File: config.mk
export PLATFORM = sky130hd
export DESIGN_NAME = reg_commit_ctrl
export DESIGN_NICKNAME = d
export VERILOG_FILES = /design/src/rtl/reg_commit_ctrl_pkg.sv /design/src/rtl/reg_commit_ctrl.sv
export SDC_FILE = /design/constraint.sdc
export NUM_CORES = 1
export LEC_CHECK = 0
export CELL_PAD_IN_SITES_DETAIL_PLACEMENT = 1
export CELL_PAD_IN_SITES_GLOBAL_PLACEMENT = 1
export CORE_ASPECT_RATIO = 1.1
export CORE_MARGIN = 2
export CORE_UTILIZATION = 28
export DETAILED_ROUTE_END_ITERATION = 8
export PLACE_DENSITY = 0.85
export SETUP_SLACK_MARGIN = 0.1
export SLEW_MARGIN = 20
export SYNTH_ARGS = -nofsm -noshare
export SYNTH_HDL_FRONTEND = slang
export SYNTH_SLANG_ARGS = --single-unit
File: constraint.sdc
create_clock -name clk -period 5.9 [get_ports clk]
set_clock_uncertainty 0.2 [all_clocks]
set_input_delay 0.59 -clock clk [delete_from_list [all_inputs] [get_ports clk]]
set_output_delay 0.59 -clock clk [all_outputs]
set_load 0.03 [all_outputs]
File: src/rtl/reg_commit_ctrl_pkg.sv
// rtl/reg_commit_ctrl_pkg.sv - shared encodings for the ROB-head retirement sequencer
package reg_commit_ctrl_pkg;

  localparam int ROB_LR_WIDTH = 4;
  localparam int DATA_WIDTH   = 32;

  typedef enum logic [1:0] {
    ROB_KIND_ALU    = 2'd0,
    ROB_KIND_BRANCH = 2'd1,
    ROB_KIND_STORE  = 2'd2,
    ROB_KIND_NOP    = 2'd3
  } rob_kind_e;

  typedef enum logic [1:0] {
    S_RUN     = 2'd0,
    S_ST_WAIT = 2'd1,
    S_FLUSH   = 2'd2
  } commit_state_e;

endpackage

File: src/rtl/reg_commit_ctrl.sv
// rtl/reg_commit_ctrl.sv - in-order retirement of the ROB head into the architectural register file
import reg_commit_ctrl_pkg::*;

module reg_commit_ctrl #(
  parameter int ROB_LR_W  = ROB_LR_WIDTH,
  parameter int XLEN      = DATA_WIDTH,
  parameter int FLUSH_CYC = 2
) (
  input  logic                clk,
  input  logic                rst_n,
  input  logic                rdy,
  input  logic                rob_head_valid,
  input  logic                rob_head_ready,
  input  logic [1:0]          rob_head_kind,
  input  logic [4:0]          rob_head_rd,
  input  logic [XLEN-1:0]     rob_head_value,
  input  logic [ROB_LR_W-1:0] rob_head_tag,
  input  logic                rob_head_mispred,
  input  logic [XLEN-1:0]     rob_head_target,
  input  logic                reg_busy_commit_rd,
  input  logic [ROB_LR_W-1:0] reg_reorder_commit_rd,
  input  logic                mem_st_done,
  output logic                rob_pop,
  output logic [4:0]          commit_rd,
  output logic                ROB_to_Reg_needchange,
  output logic                ROB_to_Reg_needchange2,
  output logic [XLEN-1:0]     reg_reg_commit_rd_,
  output logic                reg_busy_commit_rd_,
  output logic                mem_st_go,
  output logic                Clear_flag,
  output logic                pc_redirect_valid,
  output logic [XLEN-1:0]     pc_redirect,
  output logic [31:0]         commit_cnt
);

  localparam int FW = (FLUSH_CYC > 1) ? $clog2(FLUSH_CYC) : 1;

  commit_state_e state, state_nxt;
  logic [FW-1:0] flush_cnt;
  logic          fire;
  logic          st_launch;
  logic          flush_start;

  assign fire                = rob_head_valid & rob_head_ready & rdy;
  assign commit_rd           = rob_head_rd;
  assign reg_reg_commit_rd_  = rob_head_value;
  assign reg_busy_commit_rd_ = 1'b0;

  always_comb begin
    state_nxt              = state;
    rob_pop                = 1'b0;
    ROB_to_Reg_needchange  = 1'b0;
    ROB_to_Reg_needchange2 = 1'b0;
    st_launch              = 1'b0;
    flush_start            = 1'b0;
    case (state)
      S_RUN: begin
        if (fire) begin
          case (rob_kind_e'(rob_head_kind))
            ROB_KIND_ALU, ROB_KIND_BRANCH: begin
              rob_pop               = 1'b1;
              ROB_to_Reg_needchange = (rob_head_rd != 5'd0);
              // A younger rename of rd owns the busy bit; only clear it if we are still the producer.
              ROB_to_Reg_needchange2 = (rob_head_rd != 5'd0) & reg_busy_commit_rd &
                                       (reg_reorder_commit_rd == rob_head_tag);
              if (rob_kind_e'(rob_head_kind) == ROB_KIND_BRANCH && rob_head_mispred) begin
                flush_start = 1'b1;
                state_nxt   = S_FLUSH;
              end
            end
            ROB_KIND_STORE: begin
              st_launch = 1'b1;
              state_nxt = S_ST_WAIT;
            end
            default: rob_pop = 1'b1;
          endcase
        end
      end
      S_ST_WAIT: begin
        if (rdy && mem_st_done) begin
          rob_pop   = 1'b1;
          state_nxt = S_RUN;
        end
      end
      S_FLUSH: begin
        if (rdy && flush_cnt == '0) state_nxt = S_RUN;
      end
      default: state_nxt = S_RUN;
    endcase
  end

  always_ff @(posedge clk) begin
    if (!rst_n) begin
      state             <= S_RUN;
      flush_cnt         <= '0;
      mem_st_go         <= 1'b0;
      Clear_flag        <= 1'b0;
      pc_redirect_valid <= 1'b0;
      pc_redirect       <= '0;
      commit_cnt        <= '0;
    end else if (rdy) begin
      state             <= state_nxt;
      mem_st_go         <= st_launch;
      pc_redirect_valid <= flush_start;
      commit_cnt        <= commit_cnt + {31'd0, rob_pop};
      if (flush_start) begin
        Clear_flag  <= 1'b1;
        flush_cnt   <= FW'(FLUSH_CYC - 1);
        pc_redirect <= rob_head_target;
      end else if (state == S_FLUSH) begin
        if (flush_cnt == '0) Clear_flag <= 1'b0;
        else                 flush_cnt  <= flush_cnt - 1'b1;
      end
    end else begin
      // Frozen: pulses are withheld and reissue once rdy returns.
      mem_st_go         <= 1'b0;
      pc_redirect_valid <= 1'b0;
    end
  end

endmodule

After elaboration in Yosys (flattened, before gate mapping)
Index checks and enable logic that the tools add are counted.
{ "word_totals": {"reg_bits": 70, "latchBits": 0, "mem_bits_rw": 0, "rom_bits": 0, "n_memories": 0} }
{ "op_classes": {"n_addsub": 2, "mul": 0, "n_div": 0, "magnitude_cmp": 0, "n_eq_ne": 11, "shift": 0, "mux": 27, "n_bitwise": 5, "reduce_logical": 14} }
{ "op_table": {"columns": ["cell", "n"], "rows": [
  ["32-bit by 1-bit adder with 32-bit output", 1],
  ["1-bit two-way mux", 20],
  ["2-bit two-way mux", 4],
  ["2-bit != test, second input constant", 3],
  ["2-bit case mux with 3 select lines", 1],
  ["2-bit AND reduction", 3],
  ["6-bit AND reduction", 1],
  ["5-bit nonzero test", 1],
  ["1-bit AND", 4],
  ["2-bit by 1-bit == test with 1-bit output, second input constant", 2],
  ["2-bit == test, second input constant", 2],
  ["4-bit == test", 1],
  ["2-bit logical NOT", 2],
  ["2-bit case mux with 2 select lines", 1],
  ["4-bit AND reduction", 1],
  ["1-bit logical AND", 3],
  ["3-bit by 1-bit != test with 1-bit output, second input constant", 1],
  ["3-bit != test, second input constant", 1],
  ["3-bit AND reduction", 1],
  ["2-bit by 1-bit != test with 1-bit output, second input constant", 1],
  ["1-bit case mux with 2 select lines", 1],
  ["2-bit nonzero test", 1],
  ["2-bit OR reduction", 1],
  ["1-bit NOT", 1],
  ["1-bit subtractor, second input constant", 1]
]} }

Depth between registers and ports, before layout
Gate-level depths: netlist of the first run.
{ "logic_depth": {"word_depth": 8, "depth_mapped": 12} }

Least setup slack after synthesis of the first run
Ideal clock, no wire load.
{ "synth_path": {"kind": "input to register", "startpoint": "in rdy", "endpoint": "reg commit_cnt[30]", "setup_ns": 0.072, "arrival_time_ns": 3.843, "required_ns": 5.628, "path_slack_ns": 1.785, "path_stages": 12, "n_path_buf": 3, "cell_sequence": "buf_6 -> nand4b_1 -> or2_2 -> o21ai_0 -> ha_1 -> ha_1 -> nand4_2 -> or4_1 -> clkbuf_2 -> buf_6 -> nor4_1 -> mux2i_1"} }
{ "synth_via": {"elab_chain_len": 4} }
{ "synth_rtl": {"columns": ["item", "line", "rtl"], "rows": [
  ["from (decl)", "reg_commit_ctrl.sv:11", "input logic rdy,"],
  ["1-bit AND or 1-bit logical AND (tied branches)", "reg_commit_ctrl.sv:44, reg_commit_ctrl.sv:80", null],
  ["1-bit two-way mux, on equally long branches", "reg_commit_ctrl.sv:58, reg_commit_ctrl.sv:80", null],
  ["1-bit case mux with 2 select lines (*)", "reg_commit_ctrl.sv:56", "case (state)"],
  ["named net rob_pop", "reg_commit_ctrl.sv:23", "output logic rob_pop,"],
  ["32-bit by 1-bit adder with 32-bit output (*)", "reg_commit_ctrl.sv:105", "commit_cnt <= commit_cnt + {31'd0, rob_pop};"],
  ["to (signal assigned)", "reg_commit_ctrl.sv:105", null],
  ["to (decl)", "reg_commit_ctrl.sv:33", "output logic [31:0] commit_cnt"]
]} }
The timed path passes the listed nets; every way through them passes the cells marked *.
A chain may end at the register's enable or synchronous reset.

Final worst setup path of the first run
{ "layout_path": {"startpoint": "in rdy", "endpoint": "reg commit_cnt[28]"} }
{ "layout_via": {"elab_chain_len": 4} }
{ "layout_rtl": {"columns": ["item", "line"], "rows": [
  ["1-bit AND or 1-bit logical AND (tied branches)", "reg_commit_ctrl.sv:44, reg_commit_ctrl.sv:80"],
  ["1-bit two-way mux, on equally long branches", "reg_commit_ctrl.sv:58, reg_commit_ctrl.sv:80"],
  ["1-bit case mux with 2 select lines", "reg_commit_ctrl.sv:56"],
  ["32-bit by 1-bit adder with 32-bit output", "reg_commit_ctrl.sv:105"]
]} }
Several ways; a longest one is shown, not always the timed one.

==> parameters.txt, run 1 <==
Parameter                              Value

STA
  Relative slew slack    0.322
  Actual transition at the worst max-transition pin    1.01 ns
  Final hold violation count    0
  Highest clock rate    232 MHz
  Summed negative setup slack over all endpoints    0 ns
  Share of the clock period used by the worst path    0.729
  Max-slew violation count    0
  Final setup violation count    0
  RSZ-0062 raised after global routing    false
  Final critical path time including I/O delays and setup    4.30 ns

Setup path
  WP buf/inv    1
  Worst endpoint required time    5.93 ns
  Launch point of the critical path    rdy
  Maximum fanout along the worst path    16
  Largest delay share family, worst path    simple AND/OR/NAND/NOR gates
  Reg2Reg Capture Point    commit_cnt[28]
  Critical path endpoint    commit_cnt[28]
  Worst endpoint data arrival time    4.34 ns
  Worst setup slack for register-to-register paths    2.21 ns
  Worst Setup Path Type    in2reg
  Critical register-to-register path startpoint    state[0]
  Cell with the largest stage delay on the worst path    or4_1
  Number of cells on the worst reg-to-reg path    9
  Crit-path max cell delay    0.78 ns
  CP Cell Sequence    clkdlybuf4s50_1, nand4b_1, or2_2, o21ai_0, ha_1, ha_1, nand4_2, or4_1, or4_1, a21oi_1
  Number of cells on the critical path    10
  Critical path startpoint category    primary input
  Kind of end point of the critical path    flop

Layout
  Share of layout cells above drive strength 1    0.0500
  Nets    565
  Most common cell after layout, fill and taps aside    clkdlybuf4s50_1
  Non-filler instance count after layout    630
  Number of antenna repair diodes    0
  Commonest cells after routing, fill and taps aside    128 x clkdlybuf4s50_1, 70 x dfxtp_1, 49 x o21ai_0, 47 x nand2_1, 36 x nand3_1
  Synth-to-layout area growth    43.4%

Clock tree
  Total CTS buffers    9
  Clock Pin Slew Worst Setup and Hold Paths    0.06 ns
  H-Tree Depth    3
  Number of setup buffers added after CTS    0
  Insertion delay of the later-clocked pin in the worst-skew pair    0.33 ns
  Hold-fix buffers at CTS    0
  Clock tree from TritonCTS    yes
  Number of buffers between clock root and the deepest sink    2
  Clock Sink Count    70
  Clock tree root driver cell    clkbuf_16
  PostCTS Resize Cnt    0

Logic synthesis
  Syn. warnings    0
  Post-synth net total    485
  Post-synthesis xor/xnor area fraction    0.0377
  Cell type contributing the most total cell area after synthesis    dfxtp_1
  Post-Syn Instances    395
  Fraction of the mapped netlist area in adder cells    0.0116
  Top area cells in the synthesized netlist    dfxtp_1 43%, buf_4 8.8%, o21ai_0 7.5%
  Average cell area after synthesis    8.23 um2
  Sequential element share of the synthesized area    0.431
  Simple-Gate Fraction of Synth Area    0.257
  Cell variety after synth    36
  Main combinational cell family by area after synthesis    simple AND/OR/NAND/NOR gates
  Proportion of synthesized area in mux cells    0.00924
  Synth Cell Area    3250 um2
  Post-synthesis register bit count    70
  Compound-Gate Fraction of Synth Area    0.124
  Yosys top cell area share    0.431

Global route
  Initial antenna violation count    0
  Congestion Overflow GR    0
  Number of global-route vias before repair    3195
  First-pass GRT wire length    15200 um
  GRT Resource Usage Total    0.152
  Pin count of the biggest net entering global routing    68

Pwr
  Maximum vdd ir drop    105 uV
  Portion of total power attributed to the clock network    0.510
  Standby leakage power    1.52 nW
  Gate power share    0.069
  Sw power    0.000244 W
  Sequential share of power    0.421
  Internal power summed over all cells    0.000887 W
  Power density over the cells    243 nW/um2
  Switching share of power    0.216

Die
  Top-level port count    195
  Die width    107 um
  Number of rows in the core area    41
  Initial core utilization    0.285
  Die height    117 um
  Area of the die    12500 um2
  Core area    11400 um2

Detailed routing
  Via-per-instance ratio    4.97
  Aggregate routed wire length    9280 um
  1st-pass router iterations    4
  Vias after detailed routing    3132
  Post-DR wirelength/cell    14.7 um
  Starting DRC count in detailed routing    87
  DRC violation count after routing    0
  Remaining number of nets flagged by the antenna check after routing    0

Placement
  Half-perimeter wire length after placement    6770 um
  PortBufs    129
  Final weighted congestion of routability-driven global placement    0.814
  Number of placed instances with taps included    614

Flow run
  Max-capacitance violation count    0

Min path
  Number of cells traversed by the worst hold path    2
  Class of the worst hold path    reg2reg

Status
  Status    finished clean
power groups by stage:
| stage | Clock (W) | Sequential, W | Combinational, W |
|---|---|---|---|
| after global routing | 0.000616 | 0.000477 | 0.0000836 |
| after CTS | 0.000592 | 0.000477 | 0.0000790 |
| after detailed placement | 0 | 0.000487 | 0.0000786 |
| after floorplan | 0 | 0.000491 | 0.0000684 |
| after global placement | 0 | 0.000487 | 0.0000758 |
| final | 0.000577 | 0.000477 | 0.0000776 |
through the flow:
stage	total power, W	worst slack (ns)	hold slack, ns	cell area, um2	util
2_1_floorplan	0.000559	1.79	0.262	3250	-
3_3_place_gp	0.000563	1.45	0.243	4350	0.382
3_5_place_dp	0.000566	1.22	0.254	4350	0.382
4_1_cts	0.00115	1.57	0.263	4660	0.409
5_1_grt	0.00118	1.36	0.277	4660	0.409
6_report	0.00113	1.60	0.256	4660	0.409
worst min-delay path by stage:
stage | end | startpoint | slack [ns]
global route | pc_redirect[8] | pc_redirect[8] | 0.28
floorplan | state[0] | state[0] | 0.26
CTS | pc_redirect[5] | pc_redirect[5] | 0.26
global placement | pc_redirect[9] | pc_redirect[9] | 0.24
finish | pc_redirect[5] | pc_redirect[5] | 0.26
detailed placement | pc_redirect[5] | pc_redirect[5] | 0.25
routing by layer:
| layer | share of wire | GRT usage |
|---|---|---|
| met1 | 0.39 | 0.161 |
| met2 | 0.52 | 0.273 |
| met3 | 0.072 | 0.0554 |
| met4 | 0.018 | 0.0649 |
| met5 | 0 | 0 |
state kept, by name, indices dropped and copies added (netlist names):
signal             flops
commit_cnt            32
pc_redirect           32
state                  2
Clear_flag             1
flush_cnt              1
mem_st_go              1
pc_redirect_valid      1
cell type report:
class / count / area [um2]
flip-flops and latches: 70 / 1400
clock inverters: 6 / 86.3
repair buffers: 131 / 1300
clock buffers: 10 / 229
well taps: 150 / 188
fillers: 1341 / 6730
inverters: 4 / 15.0
multi-input cells: 259 / 1440
worst reg2reg max path, stage by stage (launching register included):
cell      delay, ns
dfxtp_1        0.35
nand4b_1       0.23
or2_2          0.35
o21ai_0        0.33
ha_1           0.23
ha_1           0.17
nand4_2        0.21
or4_1          0.78
or4_1          0.58
a21oi_1        0.16
Yosys cell counts:
| cell type | instances |
|---|---|
| a21oi_1 | 21 |
| and3_1 | 1 |
| and4_1 | 3 |
| buf_1 | 3 |
| buf_4 | 38 |
| buf_6 | 3 |
| clkbuf_1 | 17 |
| clkbuf_2 | 1 |
| clkinv_1 | 1 |
| conb_1 | 1 |
| dfxtp_1 | 70 |
| ha_1 | 3 |
| inv_1 | 3 |
| mux2i_1 | 3 |
| nand2_1 | 47 |
| nand2b_1 | 2 |
| nand3_1 | 36 |
| nand3b_1 | 1 |
| nand4_1 | 11 |
| nand4_2 | 2 |
| nand4b_1 | 2 |
| nor2_1 | 18 |
| nor2b_1 | 1 |
| nor3_1 | 5 |
| nor4_1 | 7 |
| o21a_1 | 2 |
| o21ai_0 | 49 |
| o31a_1 | 1 |
| o31ai_1 | 4 |
| or2_2 | 2 |
| or3_1 | 15 |
| or4_1 | 6 |
| or4_4 | 1 |
| or4b_1 | 1 |
| xnor2_1 | 8 |
| xor2_1 | 6 |
cells by family (layout without fill, tap and decap cells):
family                     count (synthesis)  after routing
muxes                                      3              3
AOI/OAI and AO/OA                         77             77
xor gates and xnor gates                  14             14
buffers and inverters                     66            151
and+or+nand+nor                          161            161
adders and majority gates                  3              3
DFF                                       70             70
other                                      1              1
No activity file was read; power rests on OpenSTA's default activity.
==> inputs of run 2 (changes only) <==
--- a/config.mk
+++ b/config.mk
@@ -9,9 +9,9 @@
 export CELL_PAD_IN_SITES_GLOBAL_PLACEMENT = 1
 export CORE_ASPECT_RATIO = 1.1
 export CORE_MARGIN = 2
-export CORE_UTILIZATION = 28
+export CORE_UTILIZATION = 26
 export DETAILED_ROUTE_END_ITERATION = 8
-export PLACE_DENSITY = 0.85
+export PLACE_DENSITY = 0.8
 export SETUP_SLACK_MARGIN = 0.1
 export SLEW_MARGIN = 20
 export SYNTH_ARGS = -nofsm -noshare
==> constraint.sdc (replaced) <==
create_clock -name clk -period 4 [get_ports clk]
set_clock_uncertainty 0.2 [all_clocks]
set_input_delay 0.4 -clock clk [delete_from_list [all_inputs] [get_ports clk]]
set_output_delay 0.4 -clock clk [all_outputs]
set_load 0.03 [all_outputs]
==> run 2 against run 1 <==
Net effect: utilization is 2.6 points lower; count of clock-buffer cells in the layout is 1 higher; combinational power is 48% higher; highest routed layer unchanged; worst setup slack worse by 1.1 ns; sequential power is 47% higher; first-iteration DRC count is 62% higher; wire length is 1.7% lower; via count is 3.4% lower.
==> parameters.txt, run 2 (same netlist as run 1, synthesis figures left out) <==
Parameter                              Value

STA
  Max-slew violation count    0 (unchanged)
  Relative slew slack    0.295 (was 0.322)
  Final hold violation count    0 (unchanged)
  Highest clock rate    283 MHz
  Final critical path time including I/O delays and setup    3.53 ns
  Worst Hold Slack    0.257 ns (was 0.256 ns)
  Summed negative setup slack over all endpoints    0 ns (unchanged)
  Actual transition at the worst max-transition pin    1.05 ns (was 1.01 ns)
  RSZ-0062 raised after global routing    false (unchanged)
  Final setup violation count    0 (unchanged)
  Share of the clock period used by the worst path    0.884

Setup path
  Critical register-to-register path startpoint    state[0] (unchanged)
  Maximum fanout along the worst path    9 (was 16)
  Critical path startpoint category    primary input (unchanged)
  Cell with the largest stage delay on the worst path    or4_1 (unchanged)
  Worst endpoint data arrival time    3.56 ns (was 4.34 ns)
  CP Cell Sequence    clkdlybuf4s50_1, nand4b_1, or2_2, o21ai_1, ha_1, ha_1, nand4_2, or4_1, buf_4, or3_1, a21oi_1 (was clkdlybuf4s50_1, nand4b_1, or2_2, o21ai_0, ha_1, ha_1, nand4_2, or4_1, or4_1, a21oi_1)
  Worst Setup Path Type    in2reg (unchanged)
  Crit-path max cell delay    0.68 ns (was 0.78 ns)
  Kind of end point of the critical path    flop (unchanged)
  Worst endpoint required time    4.02 ns (was 5.93 ns)
  Most common cell on crit path    ha_1
  Launch point of the critical path    rdy (unchanged)

Die
  Number of rows in the core area    42 (was 41)
  Initial core utilization    0.268 (was 0.285)
  Area of the die    13400 um2 (was 12500 um2)
  Die height    121 um (was 117 um)
  Die width    111 um (was 107 um)
  Core area    12100 um2 (was 11400 um2)
  Top-level port count    195 (unchanged)

Pwr
  Maximum vdd ir drop    141 uV (was 105 uV)
  Sequential share of power    0.442 (was 0.421)
  Sw power    0.000348 W (was 0.000244 W)
  Gate power share    0.072 (was 0.069)
  Switching share of power    0.219 (was 0.216)
  Standby leakage power    1.52 nW (about the same)
  Power density over the cells    342 nW/um2 (was 243 nW/um2)
  Portion of total power attributed to the clock network    0.486 (was 0.510)
  Internal power summed over all cells    0.00124 W (was 0.000887 W)

Min path
  Class of the worst hold path    reg2reg (unchanged)
  Hold Crit Start    pc_redirect[8] (was pc_redirect[5])

Layout
  Number of antenna repair diodes    0 (unchanged)
  Commonest cells after routing, fill and taps aside    128 x clkdlybuf4s50_1, 70 x dfxtp_1, 48 x o21ai_0, 47 x nand2_1, 36 x nand3_1 (was 128 x clkdlybuf4s50_1, 70 x dfxtp_1, 49 x o21ai_0, 47 x nand2_1, 36 x nand3_1)
  Share of layout cells above drive strength 1    0.0519 (was 0.0500)
  Nets    567 (was 565)
  Most common cell after layout, fill and taps aside    clkdlybuf4s50_1 (unchanged)
  Largest registers    commit_cnt (32), pc_redirect (32), state (2) (unchanged)
  Synth-to-layout area growth    43.0% (was 43.4%)

Clock tree
  Clock Sink Count    70 (unchanged)
  PostCTS Resize Cnt    0 (unchanged)
  Clock tree root driver cell    clkbuf_16 (unchanged)
  Clock Pin Slew Worst Setup and Hold Paths    0.06 ns (about the same)
  Total CTS buffers    9 (unchanged)
  Insertion delay of the later-clocked pin in the worst-skew pair    0.33 ns (about the same)
  Hold-fix buffers at CTS    0 (unchanged)
  Number of setup buffers added after CTS    0 (unchanged)
  Number of buffers between clock root and the deepest sink    2 (unchanged)
  H-Tree Depth    3 (unchanged)
  Clock tree from TritonCTS    yes (unchanged)

Detailed routing
  Via-per-instance ratio    4.76 (was 4.97)
  Remaining number of nets flagged by the antenna check after routing    0 (unchanged)
  Post-DR wirelength/cell    14.3 um (was 14.7 um)
  Vias after detailed routing    3027 (was 3132)
  Aggregate routed wire length    9120 um (was 9280 um)
  DRC violation count after routing    0 (unchanged)
  Starting DRC count in detailed routing    141 (was 87)
  1st-pass router iterations    4 (unchanged)

Placement
  PortBufs    129 (unchanged)
  Final weighted congestion of routability-driven global placement    0.755 (was 0.814)
  Half-perimeter wire length after placement    6660 um (was 6770 um)

Status
  Status    finished clean (unchanged)

Global route
  Number of global-route vias before repair    3126 (was 3195)
  Initial antenna violation count    0 (unchanged)
  Pin count of the biggest net entering global routing    68 (unchanged)
  Congestion Overflow GR    0 (unchanged)
  First-pass GRT wire length    15300 um (was 15200 um)
  GRT Resource Usage Total    0.138 (was 0.152)

Flow run
  Max-capacitance violation count    0 (unchanged)
-- run 2: cell types whose count changed in the layout (fill, tap and decap cells not counted), sizes merged --
cell / before / now
buf: 3 / 5
clkinvlp: 1 / 0
clkinv: 4 / 5
clkbuf: 10 / 11
bufinv: 2 / 1
-- run 2: worst max-delay path, delay by kind of cell --
kind	cells	cell delay, ns
and+or+nand+nor	5	1.68
buffers and inverters	2	0.71
AOI/OAI and AO/OA	2	0.38
adders and majority gates	2	0.37
-- run 2: worst paths after layout --
| path | to | slack (ns) | cells past startpoint |
|---|---|---|---|
| setup / recovery | commit_cnt[22] | 0.47 | 11 |
| hold / removal | pc_redirect[8] | 0.26 | 2 |
| setup reg to reg | commit_cnt[22] | 0.59 | 10 |
| hold reg to reg | pc_redirect[8] | 0.26 | 2 |
-- run 2: cell type report --
class / instances / area (um2)
clock buffer: 11 / 233
clock inverter: 5 / 50.0
fill: 1446 / 7490
inverter: 4 / 15.0
multi-input combinational: 259 / 1440
sequential: 70 / 1400
tap: 154 / 193
timing repair buffer: 133 / 1320
-- run 2: per-stage QoR --
step           setup WS (ns)  std cells   util  instance area (um2)  total power (W)
5_1_grt                0.240        636  0.383                 4650          0.00166
3_5_place_dp           0.122        620  0.360                 4370         0.000835
2_1_floorplan          0.377        395      -                 3250         0.000825
6_report               0.465        636  0.383                 4650          0.00159
3_3_place_gp           0.242        620  0.360                 4370         0.000831
4_1_cts                0.471        636  0.383                 4650          0.00162
-- run 2: power groups by stage --
stage | Sequential [W] | Combinational, W | Clock, W
3_3_place_gp | 0.000718 | 0.000113 | 0
6_report | 0.000703 | 0.000115 | 0.000773
2_1_floorplan | 0.000724 | 0.000101 | 0
5_1_grt | 0.000703 | 0.000124 | 0.000834
4_1_cts | 0.000703 | 0.000117 | 0.000798
3_5_place_dp | 0.000718 | 0.000116 | 0
-- run 2: routing by layer --
metal,wire (um),share of wire,track usage,vias up
li1,-,-,-,1508
met1,3850,0.42,0.158,1411
met2,4380,0.48,0.230,94
met3,732,0.080,0.0524,14
met4,148,0.016,0.0625,0
met5,0,0,0,-
